==> config.mk <==
export PLATFORM = sky130hd
export DESIGN_NAME = eq_mac_sched
export DESIGN_NICKNAME = d
export VERILOG_FILES = /design/src/rtl/eq_mac_sched.sv
export SDC_FILE = /design/constraint.sdc
export NUM_CORES = 1
export LEC_CHECK = 0
export BUFFER_PORTS_ARGS = -buffer_cell sky130_fd_sc_hd__buf_2
export CAP_MARGIN = 20
export CORE_ASPECT_RATIO = 1.5
export CORE_MARGIN = 1.5
export CORE_UTILIZATION = 58
export CTS_CLUSTER_SIZE = 28
export DETAILED_ROUTE_END_ITERATION = 8
export GPL_ROUTABILITY_DRIVEN = 0
export PLACE_DENSITY = 0.83
export SYNTH_ARGS = -nofsm -noshare
export SYNTH_HDL_FRONTEND = slang
export SYNTH_SLANG_ARGS = --single-unit
==> constraint.sdc <==
create_clock -name clk -period 6.3 [get_ports clk]
set_input_delay 1.26 -clock clk [delete_from_list [all_inputs] [get_ports clk]]
set_output_delay 1.26 -clock clk [all_outputs]
set_load 0.05 [all_outputs]
==> src/rtl/eq_mac_sched.sv <==
// eq_mac_sched: time-shares one multiplier/accumulator across five EQ bands plus volume for both channels.
// Define EQ_CLIP_DET_EN to add a sticky clip output that flags accumulator saturation.
module eq_mac_sched #(
  parameter int AUD_W      = 16,
  parameter int POT_W      = 12,
  parameter int GAIN_SHIFT = 11,
  parameter int VOL_SHIFT  = 12
) (
  input  logic                    clk,
  input  logic                    rst_n,
  input  logic                    vld,
  input  logic signed [AUD_W-1:0] band_data,
  input  logic        [POT_W-1:0] pot_data,
  output logic        [2:0]       band_sel,
  output logic                    chan_sel,
  output logic                    busy,
  output logic signed [AUD_W-1:0] aud_out_lft,
  output logic signed [AUD_W-1:0] aud_out_rght,
`ifdef EQ_CLIP_DET_EN
  output logic                    clip,
`endif
  output logic                    done
);
  localparam int PW    = AUD_W + POT_W + 1;
  localparam int ACC_W = 21;
  localparam logic signed [ACC_W-1:0] ACC_MAX = {{(ACC_W-AUD_W+1){1'b0}}, {(AUD_W-1){1'b1}}};
  localparam logic signed [ACC_W-1:0] ACC_MIN = {{(ACC_W-AUD_W+1){1'b1}}, {(AUD_W-1){1'b0}}};

  typedef enum logic [2:0] {IDLE, MUL, ACC, VMUL, VST} state_t;

  state_t                  state, state_nxt;
  logic signed [PW-1:0]    prod, vprod;
  logic signed [ACC_W-1:0] acc;
  logic signed [AUD_W-1:0] sat, shadow, res;
  logic signed [POT_W:0]   pot_s;
  logic                    clamp;

  assign pot_s = $signed({1'b0, pot_data});
  assign clamp = acc > ACC_MAX || acc < ACC_MIN;
  assign sat   = acc > ACC_MAX ? {1'b0, {(AUD_W-1){1'b1}}} :
                 acc < ACC_MIN ? {1'b1, {(AUD_W-1){1'b0}}} : acc[AUD_W-1:0];
  // Arithmetic shift floors; the volume product of a saturated sample always fits AUD_W.
  assign res   = AUD_W'(vprod >>> VOL_SHIFT);
  assign busy  = state != IDLE;

  always_ff @(posedge clk or negedge rst_n)
    if (!rst_n) state <= IDLE;
    else state <= state_nxt;

  always_comb begin
    state_nxt = state;
    case (state)
      IDLE:    state_nxt = vld ? MUL : IDLE;
      MUL:     state_nxt = ACC;
      ACC:     state_nxt = band_sel < 3'd4 ? MUL : VMUL;
      VMUL:    state_nxt = VST;
      VST:     state_nxt = chan_sel ? IDLE : MUL;
      default: state_nxt = IDLE;
    endcase
  end

  always_ff @(posedge clk or negedge rst_n)
    if (!rst_n) begin
      band_sel     <= '0;
      chan_sel     <= 1'b0;
      done         <= 1'b0;
      acc          <= '0;
      prod         <= '0;
      vprod        <= '0;
      shadow       <= '0;
      aud_out_lft  <= '0;
      aud_out_rght <= '0;
    end else begin
      done <= 1'b0;
      case (state)
        IDLE: if (vld) begin
          band_sel <= '0;
          chan_sel <= 1'b0;
          acc      <= '0;
        end
        MUL: prod <= PW'(band_data) * PW'(pot_s);
        ACC: begin
          acc      <= acc + ACC_W'(prod >>> GAIN_SHIFT);
          band_sel <= band_sel < 3'd4 ? band_sel + 3'd1 : 3'd5;
        end
        VMUL: vprod <= PW'(sat) * PW'(pot_s);
        VST: begin
          band_sel <= '0;
          if (!chan_sel) begin
            shadow   <= res;
            chan_sel <= 1'b1;
            acc      <= '0;
          end else begin
            aud_out_lft  <= shadow;
            aud_out_rght <= res;
            done         <= 1'b1;
            chan_sel     <= 1'b0;
          end
        end
        default: ;
      endcase
    end

`ifdef EQ_CLIP_DET_EN
  always_ff @(posedge clk or negedge rst_n)
    if (!rst_n) clip <= 1'b0;
    else if (state == VMUL && clamp) clip <= 1'b1;
`else
  logic unused_clamp;
  assign unused_clamp = clamp;
`endif
endmodule

==> results.cfg <==
[outcome]
status = complete, no violations

[sta]
fmax_mhz = 160
setup_violations = 0
slew_headroom_pct = 43.4
slew_violations = 0
skew_ns = 0.0144
hold_slack_ns = 0.496
rsz0062_at_grt = true
worstMarginPinSlew_ns = 0.840
fin_crit_ns = 6.25
fin_crit_sh_pct = 99.2
hold_violations = 0

[logic_synthesis]
yosys_warnings = 0
synth_area_um2 = 18700
synth_nets = 2500
synth_top_area_share_pct = 37.7
synth_edf_count = 0
synth-async-reset-ratio_pct = 100
yosys.cell_types.count = 65
postSynthCellCount = 1973
synth_ff_type = dfrtp_1
synth-seq-cells = 111
synth_largest_area_cell = fa_1
ys_seq_area_share_pct = 14.8
syn_area_per_cell_um2 = 9.48
yosys-top-cells-area = fa_1 38%, dfrtp_1 15%, ha_1 9.6%

[route]
totalWireLength_um = 44500
vias = 14100
wl_met3_um = 1720
wl_met1_um = 15300
highest_layer = met4
antenna_left = 0
wire_per_inst_um = 17.4
routed-wl-met2_um = 24900
via_per_inst = 5.50
drt_iter0_markers = 804
drc = 0
firstDrtPassIters = 7

[critical_path]
arrival_ns = 6.55
r2r_slack_ns = 0.05
cp-end-kind = flop
required_ns = 6.61
critPathSlowestCell = fa_1
reg2reg_from = acc[18]
path_max_fanout = 8
r2r_end = vprod[27]
reg2regPathDepth = 25
max_stage_delay_ns = 0.55
cp-start-kind = flop
worstSetupPathType = reg2reg

[run]
maxCapViolations = 0

[die]
fp.coreArea_um2 = 31800
row_count = 80
initial_core_util_pct = 58.8
chipWidth_um = 150
ios = 69
dieHeight_um = 223
die-area_um2 = 33400

[placed_design]
io_buffers = 68
dp_hpwl_um = 36700
placed_area_um2 = 20600

[global_routing]
grt_pass1_vias = 15600
grt_max_degree = 67
overflow = 0
grt_pass1_wl_um = 71500
antenna_found_initial = 1
grtUsageTotal_pct = 27.1

[clock_network]
clockBufferDepth = 2
cts.sinks = 111
clk_latency_ns = 0.37
cts_buffers = 9
cts_tree = yes
ctsHtreeMaxLevel = 3
clockRootBuffer = clkbuf_16
clk_pin_slew_ns = 0.07
hold_buffers = 0

[final_layout]
areaGrowthSynthToFinish_pct = 14.3
final_area_um2 = 21400
final_nets = 2670
n_fill_cell = 2227
layout_common_cells = 443 x inv_1, 348 x fa_1, 238 x nand2_1
ff_latch_area_um2 = 2780
final_util_pct = 67.2
multi_input_area_um2 = 14300
final_common_cell = inv_1
drive_above_1_share_pct = 17.9

[hold_path]
min_path_type = reg2reg
min_from = prod[24]
hold_depth = 2
min_to = prod[24]
## metrics by stage
| stage | setup WS (ns) | cells | TNS, ns |
|---|---|---|---|
| floorplan | 0.00372 | 1973 | 0 |
| detailed placement | -0.475 | 2524 | -6.49 |
| global placement | -0.250 | 2524 | -2.87 |
| global route | -0.137 | 2558 | -0.478 |
| finish | 0.0524 | 2560 | 0 |
| CTS | 0.00270 | 2540 | 0 |
## how the worst max path moves through the flow
stage                            from  slack [ns]   endpoint
final                         acc[18]        0.05  vprod[27]
after global routing          acc[19]       -0.14  vprod[21]
after CTS                     acc[19]       0.003  vprod[27]
after detailed placement  pot_data[1]       -0.48   prod[28]
after global placement    pot_data[1]       -0.25   prod[28]
after floorplan           pot_data[4]       0.004  vprod[27]
## worst max-delay path, delay by kind of cell, from the launching register on
| family | cells | cell delay [ns] |
|---|---|---|
| fa+ha+maj | 6 | 2.65 |
| compound gates | 7 | 1.22 |
| simple gates | 5 | 1.12 |
| buf+inv | 7 | 0.74 |
| flops | 1 | 0.45 |
## state kept, by name, indices dropped and copies added (netlist names), 3 cells and up
signal / cells
aud_out_rght: 16
prod: 18
band_sel: 3
shadow: 16
aud_out_lft: 16
acc: 21
vprod: 16
state: 3
## metal layers
layer	vias up	track usage (%)
li1	6305	-
met1	7139	27.5
met2	451	52.8
met3	181	2.97
met4	0	14.4
met5	-	0
## cell type report
type | instances | area share [%]
diodes | 2 | 0.0234
well taps | 410 | 2.40
multi-input cells | 1331 | 66.7
inverters | 445 | 7.81
clock inverters | 6 | 0.339
flip-flops and latches | 111 | 13.0
repair buffers | 245 | 8.61
clock buffers | 10 | 1.07
## what timing repair did
item,4_1_cts,5_1_grt
setup endpoints to repair,7,23
pin swaps,0,30
setup buffers,0,16
cloned,0,2
endpoints found under the hold margin,0,0
gates resized for setup,7,68
## cell usage after synthesis, types with 3 or more instances
cell type  number
nand2_1       239
o21bai_1        4
mux2_2         49
xnor2_1        43
nor2_1         34
and2_1        198
a31o_2          3
o21ai_0        45
mux2i_1         3
nand4_1         9
fa_1          352
nand3_1        10
and3_1          3
ha_1          144
nand3b_1        4
o21a_1          4
or3_1           4
inv_1         445
a22o_1         18
o21ai_1         8
a21oi_1        34
nor3_1          9
dfrtp_1       111
nor2b_1         5
a31oi_1         4
nand2b_1        4
a211oi_1        6
a21o_1         31
clkbuf_1       86
o211ai_1        5
xor2_1         14
## kinds of logic (layout without fill, tap and decap cells)
family / Yosys count / in the layout / synth area share, %
XOR/XNOR: 57 / 57 / 2.67
adder cells (fa/ha/maj): 496 / 496 / 47.3
buffers and inverters: 531 / 706 / 10.7
other: 0 / 2 / 0
multiplexers: 52 / 52 / 3.11
AND/OR/NAND/NOR: 531 / 531 / 14.1
AO/OA/AOI/OAI: 195 / 195 / 7.30
flip-flops: 111 / 111 / 14.8
Power is left out: the tool's default activity adds up to more than one toggle a clock period on the data nets, which glitch-free logic cannot reach.
